File: src/rtl/mem_event_readout_pkg.sv
// Shared definitions for the per-event output-memory readout: default widths,
// reader FSM encoding and the layout of a word held in the skid buffer.
package mem_event_readout_pkg;

    localparam int DEF_DATA_WIDTH = 36;
    localparam int DEF_ADDR_BITS  = 6;
    localparam int DEF_PAGE_BITS  = 1;
    localparam int DEF_CNT_BITS   = 16;

    typedef enum logic [1:0] {
        ST_IDLE  = 2'd0,
        ST_READ  = 2'd1,
        ST_DRAIN = 2'd2
    } rd_state_e;

    // Skid word layout, MSB first: {last, bx[PAGE_BITS-1:0], data[DATA_WIDTH-1:0]}.
    function automatic int skid_width(input int data_w, input int page_bits);
        return data_w + 1 + page_bits;
    endfunction

endpackage

File: src/rtl/readout_skid.sv
// Two-entry valid/ready buffer between the 1-clk-latency memory read port and
// the output stream. The head word is held stable until it is accepted.
module readout_skid #(
    parameter int WIDTH = 38
) (
    input  logic             clk,
    input  logic             reset,
    input  logic             in_valid_i,
    input  logic [WIDTH-1:0] in_data_i,
    output logic             out_valid_o,
    output logic [WIDTH-1:0] out_data_o,
    input  logic             out_ready_i,
    output logic [1:0]       count_o
);

    logic [WIDTH-1:0] head_q, head_d;
    logic [WIDTH-1:0] tail_q, tail_d;
    logic [1:0]       count_q, count_d;
    logic             pop;

    assign pop         = (count_q != 2'd0) && out_ready_i;
    assign out_valid_o = (count_q != 2'd0);
    assign out_data_o  = head_q;
    assign count_o     = count_q;

    // Next-state: a pushed word lands behind whatever survives this cycle's pop.
    always_comb begin
        // NOTE: every signal written here gets its default first, so no path can infer a latch.
        head_d  = head_q;
        tail_d  = tail_q;
        count_d = count_q;
        case ({in_valid_i, pop})
            2'b10: begin
                if (count_q == 2'd0) head_d = in_data_i;
                else                 tail_d = in_data_i;
                count_d = count_q + 2'd1;
            end
            2'b01: begin
                head_d  = tail_q;
                count_d = count_q - 2'd1;
            end
            2'b11: begin
                if (count_q == 2'd1) begin
                    head_d = in_data_i;
                end else begin
                    head_d = tail_q;
                    tail_d = in_data_i;
                end
            end
            default: ;
        endcase
    end

    // Storage and occupancy registers.
    always_ff @(posedge clk or negedge reset) begin
        if (!reset) begin
            // NOTE: the storage slots are reset too, so the stream data reads 0 out of reset rather than X.
            head_q  <= '0;
            tail_q  <= '0;
            count_q <= 2'd0;
        end else begin
            // NOTE: non-blocking updates so every register samples pre-edge values.
            head_q  <= head_d;
            tail_q  <= tail_d;
            count_q <= count_d;
        end
    end

endmodule

File: src/rtl/mem_event_readout.sv
// Reader end of the BX-paged per-event output memories. Each BC0 closes the
// writer's page and streams that page's entries out as valid/ready words.
module mem_event_readout
    import mem_event_readout_pkg::*;
#(
    parameter int DATA_WIDTH = DEF_DATA_WIDTH,
    parameter int ADDR_BITS  = DEF_ADDR_BITS,
    parameter int PAGE_BITS  = DEF_PAGE_BITS,
    parameter int CNT_BITS   = DEF_CNT_BITS
) (
    input  logic                           clk,
    input  logic                           reset,
    input  logic                           BC0,
    input  logic [ADDR_BITS:0]             nent,
    output logic                           read_en,
    output logic [PAGE_BITS+ADDR_BITS-1:0] read_add,
    input  logic [DATA_WIDTH-1:0]          mem_data,
    output logic [DATA_WIDTH-1:0]          out_data,
    output logic                           out_valid,
    input  logic                           out_ready,
    output logic                           out_last,
    output logic [PAGE_BITS-1:0]           out_bx,
    output logic                           truncated,
    output logic [CNT_BITS-1:0]            event_cnt
);

    localparam int                 SKID_W  = skid_width(DATA_WIDTH, PAGE_BITS);
    localparam logic [ADDR_BITS:0] MAX_ENT = {1'b1, {ADDR_BITS{1'b0}}};
    localparam logic [ADDR_BITS:0] ONE_ENT = {{ADDR_BITS{1'b0}}, 1'b1};

    rd_state_e              state_q, state_d;
    logic [PAGE_BITS-1:0]   wr_page_q, wr_page_d;
    logic [PAGE_BITS-1:0]   rd_page_q, rd_page_d;
    logic [ADDR_BITS:0]     n_rd_q, n_rd_d;
    logic [ADDR_BITS-1:0]   rd_idx_q, rd_idx_d;
    logic [CNT_BITS-1:0]    cnt_q, cnt_d;
    logic                   trunc_q, trunc_d;
    logic                   infl_q, infl_d;           // a read whose data is on mem_data now
    logic [PAGE_BITS:0]     infl_tag_q, infl_tag_d;   // {last, bx} of that read
    logic [ADDR_BITS:0]     n_new;
    logic [1:0]             skid_cnt;
    logic                   skid_pop;
    logic [2:0]             room;
    logic                   is_last;
    logic [SKID_W-1:0]      skid_out;

    // Free skid slots after this cycle's pop; the in-flight word already owns one.
    assign skid_pop  = out_valid & out_ready;
    assign room      = 3'd2 - {1'b0, skid_cnt} + {2'b00, skid_pop};
    assign is_last   = ({1'b0, rd_idx_q} == (n_rd_q - ONE_ENT));
    assign read_en   = (state_q == ST_READ) && (room > {2'b00, infl_q});
    assign read_add  = {rd_page_q, rd_idx_q};
    assign n_new     = (nent > MAX_ENT) ? MAX_ENT : nent;

    // Next-state and read issue; BC0 overrides everything and starts the new event.
    always_comb begin
        state_d    = state_q;
        wr_page_d  = wr_page_q;
        rd_page_d  = rd_page_q;
        n_rd_d     = n_rd_q;
        rd_idx_d   = rd_idx_q;
        cnt_d      = cnt_q;
        trunc_d    = trunc_q;
        infl_d     = read_en;
        infl_tag_d = {is_last, rd_page_q};

        case (state_q)
            ST_IDLE: ;
            ST_READ: begin
                if (read_en) begin
                    rd_idx_d = rd_idx_q + 1'b1;
                    if (is_last) state_d = ST_DRAIN;
                end
            end
            ST_DRAIN: begin
                if (skid_cnt == 2'd0 && !infl_q) state_d = ST_IDLE;
            end
            default: state_d = ST_IDLE;
        endcase

        if (BC0) begin
            // Any old-event read still unissued after this cycle is lost.
            if (state_q == ST_READ && !(read_en && is_last)) trunc_d = 1'b1;
            rd_page_d = wr_page_q;
            wr_page_d = wr_page_q + 1'b1;
            n_rd_d    = n_new;
            rd_idx_d  = '0;
            cnt_d     = cnt_q + 1'b1;
            state_d   = (n_new != '0) ? ST_READ : ST_IDLE;
        end
    end

    // Reader state registers.
    always_ff @(posedge clk or negedge reset) begin
        if (!reset) begin
            state_q    <= ST_IDLE;
            wr_page_q  <= '0;
            rd_page_q  <= '0;
            n_rd_q     <= '0;
            rd_idx_q   <= '0;
            cnt_q      <= '0;
            trunc_q    <= 1'b0;
            infl_q     <= 1'b0;
            infl_tag_q <= '0;
        end else begin
            state_q    <= state_d;
            wr_page_q  <= wr_page_d;
            rd_page_q  <= rd_page_d;
            n_rd_q     <= n_rd_d;
            rd_idx_q   <= rd_idx_d;
            cnt_q      <= cnt_d;
            trunc_q    <= trunc_d;
            infl_q     <= infl_d;
            infl_tag_q <= infl_tag_d;
        end
    end

    readout_skid #(
        .WIDTH(SKID_W)
    ) u_skid (
        .clk         (clk),
        .reset       (reset),
        .in_valid_i  (infl_q),
        .in_data_i   ({infl_tag_q, mem_data}),
        .out_valid_o (out_valid),
        .out_data_o  (skid_out),
        .out_ready_i (out_ready),
        .count_o     (skid_cnt)
    );

    assign out_data  = skid_out[DATA_WIDTH-1:0];
    assign out_bx    = skid_out[DATA_WIDTH +: PAGE_BITS];
    assign out_last  = skid_out[SKID_W-1];
    assign truncated = trunc_q;
    assign event_cnt = cnt_q;

endmodule
File: config.mk
export PLATFORM = sky130hd
export DESIGN_NAME = mem_event_readout
export DESIGN_NICKNAME = d
export VERILOG_FILES = /design/src/rtl/mem_event_readout_pkg.sv /design/src/rtl/readout_skid.sv /design/src/rtl/mem_event_readout.sv
export SDC_FILE = /design/constraint.sdc
export NUM_CORES = 1
export LEC_CHECK = 0
export ABC_AREA = 1
export BUFFER_PORTS_ARGS = -buffer_cell sky130_fd_sc_hd__buf_2
export CORE_ASPECT_RATIO = 1.5
export CORE_MARGIN = 2
export CORE_UTILIZATION = 43
export DETAILED_ROUTE_END_ITERATION = 8
export PLACE_DENSITY_LB_ADDON = 0.15
export SYNTH_ARGS = -nofsm -noshare
export SYNTH_HDL_FRONTEND = slang
export SYNTH_SLANG_ARGS = --single-unit
File: constraint.sdc
create_clock -name clk -period 3.4 [get_ports clk]
set_input_delay 0.68 -clock clk [delete_from_list [all_inputs] [get_ports clk]]
set_output_delay 0.68 -clock clk [all_outputs]
set_load 0.005 [all_outputs]
==> metrics <==
status=finished clean; register area share after synthesis=between 50 and 60%; first-pass detailed-route iteration total=5; global-route wire length before repair=21500 µm; hold_buf cts=0; via density per instance=approximately 5.2; M2 GR Usage=34.6%; dpl hpwl=a little under 9000 µm; period utilization=between 90 and 100%; worst min-delay path class=primary input to asynchronous set/reset pin; Leak Pwr=0.00340 µW; share of layout cells above drive strength 1=23.4%; IO Port Bufs=110; pwr dens=930 nW/µm²; Fill cells=1176; final worst hold slack=~0.26 ns; Rows=50; gp weighted congestion=0.864; Worst slew margin=about 45%; DRC=0; setup violators final=0; Total Nets Final=794; most common cell after layout, fill and taps aside=dfrtp_1; global route overflow=0; Die Y=between 100 and 150 µm; post-route setup slack=0.235 ns; Avg WL per Cell=14.3 µm; vias in the first global route=about 4500; largest net degree at the start of global routing=slightly below 80; total of max-cap violations=0; clk slew on worst S/H paths=0.05 ns; fmax=roughly 320 MHz; global route hottest layer=met2; #FFs+latches synth=about 120; Vias=around 4700; endpoints failing hold=0; Syn Inst Count=roughly 630; Clock Tree Root=clkbuf_16; pre-CTS WS=~0.4 ns; most frequent cells in the layout=dfrtp_1, buf_2, nand2_1, o21ai_0, inv_1; drt initial violations=about 230; Clock Skew=around 0.0069 ns; Clock Sinks=between 100 and 150; CP arrival=2.49 ns; area taken by flip-flops and latches=about 2900 µm²; met1 usage=a little under a quarter; Synth-to-Final Area Change=23.2%; worst reg-to-reg setup slack=0.78 ns; fin area=slightly below 7000 µm²; Reg2Reg Depth=12; Num CTS Buffers=17; maximum vdd ir drop=0.487 mV; Slew Limit Fails=0; WP buf/inv=4; FF-to-FF Start=u_skid.count_o[1]; initial antenna violation count=0; syn_nets=690; multi-input logic area=around 2100 µm²; Die X=96.1 µm; Req. time, crit path=around 2.7 ns; critical path's top delay family=adder cells; syn_area_per_cell=8.66 µm²; DP Area=between 6000 and 7000 µm²; GRT Total Usage=roughly 20%; core box area=12400 µm²; Final ANT Viol Nets=0; Slew @ Worst Pin=0.822 ns; Routed WL=between 10000 and 15000 µm; Crit Path Max Fanout=5; setup_tns=0 ns; Final min period=roughly 3.2 ns; count of yosys warnings during synthesis=0; post-synth cell types=33; worst-skew pair later-pin latency=~0.40 ns; CTS tree=done; CTS max path bufs=2; Synth Cell Area=about 5500 µm²; met3 usage=5.72%; Post-Layout Cell Count=904; Startpoint Class=flop; Largest stage delay, worst path=between 0.3 and 0.4 ns; Worst path slowest cell=dfrtp_1; most used cell, CP=ha_1; htree depth=4; Crit. End Element=output pin; n_diodes=0; FF-to-FF End=u_skid.out_data_o[8]; DIE AREA=13700 µm²; Starting Density=between 40 and 50%; worst path cell trace=inv_1 > ha_1 > inv_2 > nand2_2 > ha_1 > ha_1 > nand2_1 > o21ai_2 > nor2_2 > nand2_1 > inv_2 > buf_2; WS Path Type=flop to output pin; I/O pin cnt=roughly 110; placed insts=just under 900; RSZ-0062 raised after global routing=no
worst register-to-register path: stages, from the launching register on:
cell     delay [ns]
dfrtp_1        0.37
inv_1          0.08
ha_1           0.20
inv_2          0.14
nand2_2        0.12
inv_1          0.09
ha_1           0.18
inv_2          0.05
nor2_2         0.34
inv_1          0.37
buf_4          0.35
nand3_1        0.12
a31oi_1        0.08
metrics by stage:
step / utilization (%) / total power [µW]
floorplan: - / 3800
global placement: 49.3 / 4460
detailed placement: 49.3 / 4560
CTS: 54.1 / 6340
global route: 54.2 / 6810
finish: 54.2 / 6270
Yosys cell counts, drive strengths merged:
library cell | number | area [µm²]
dfrtp | 115 | 2880
nand2 | 108 | 408
o21ai | 88 | 440
inv | 78 | 293
nor2 | 62 | 268
nand3 | 56 | 293
a31oi | 38 | 238
buf | 23 | 134
clkbuf | 12 | 45.0
ha | 11 | 138
xor2 | 10 | 87.6
xnor2 | 9 | 78.8
nand4 | 5 | 46.3
nor3 | 4 | 25.0
o22ai | 4 | 31.3
a21oi | 3 | 15.0
nand3b | 1 | 7.51
nor3b | 1 | 12.5
o21a | 1 | 7.51
o21bai | 1 | 7.51
o221a | 1 | 11.3
o41ai | 1 | 8.76
cell families (layout without fill, tap and decap cells):
| family | Yosys count | count (layout) | share of synthesized area [%] |
|---|---|---|---|
| AO/OA/AOI/OAI | 137 | 137 | 13.9 |
| flip-flops | 115 | 115 | 52.6 |
| AND/OR/NAND/NOR | 237 | 237 | 19.4 |
| buffers and inverters | 113 | 229 | 8.62 |
| XOR/XNOR | 19 | 19 | 3.04 |
| adder cells (fa/ha/maj) | 11 | 11 | 2.51 |
how the worst max path moves through the flow:
stage,startpoint,to,slack [ns],cells after the start
after floorplan,u_skid.count_o[0],read_en,0.84,11
after global placement,u_skid.count_o[0],read_en,0.52,12
after detailed placement,u_skid.count_o[0],read_en,0.40,12
after CTS,u_skid.count_o[0],read_en,0.04,12
after global routing,u_skid.count_o[1],read_en,0.02,12
final,u_skid.count_o[1],read_en,0.23,12
layer usage:
| layer | part of all wire [%] | wire length [µm] |
|---|---|---|
| met3 | 6.1 | 786 |
| met5 | 0 | 0 |
| met1 | 41 | 5290 |
| met4 | 1.1 | 147 |
| met2 | 52 | 6730 |
power by group:
group | internal [µW] | switching (µW)
combinational | 878 | 1390
clock | 1150 | 600
sequential | 1940 | 319
layout make-up:
class / count / share of cell area, %
Timing Repair Buffer: 120 / 9.50
Tap cell: 156 / 2.89
Multi-Input combinational cell: 404 / 31.9
Inverter: 78 / 4.34
Clock buffer: 22 / 7.18
Clock inverter: 9 / 1.54
Sequential cell: 115 / 42.7
sequential cells by signal, summed over array words and instances, names as in the netlist:
name and cells:
infl_q 1, event_cnt 16, state_q 2, rd_idx_q 6
u_skid.out_data_o 38, n_rd_q 7, u_skid.count_o 2, u_skid.tail_q 38
rd_page_q 1, truncated 1, infl_tag_q 2, wr_page_q 1
what timing repair did:
item,4_1_cts,5_1_grt
pin swaps,0,0
endpoints found under the setup margin,1,1
gates resized for setup,1,2
endpoints found under the hold margin,0,0
buffers inserted,0,1
No activity file was read; power rests on OpenSTA's default activity.
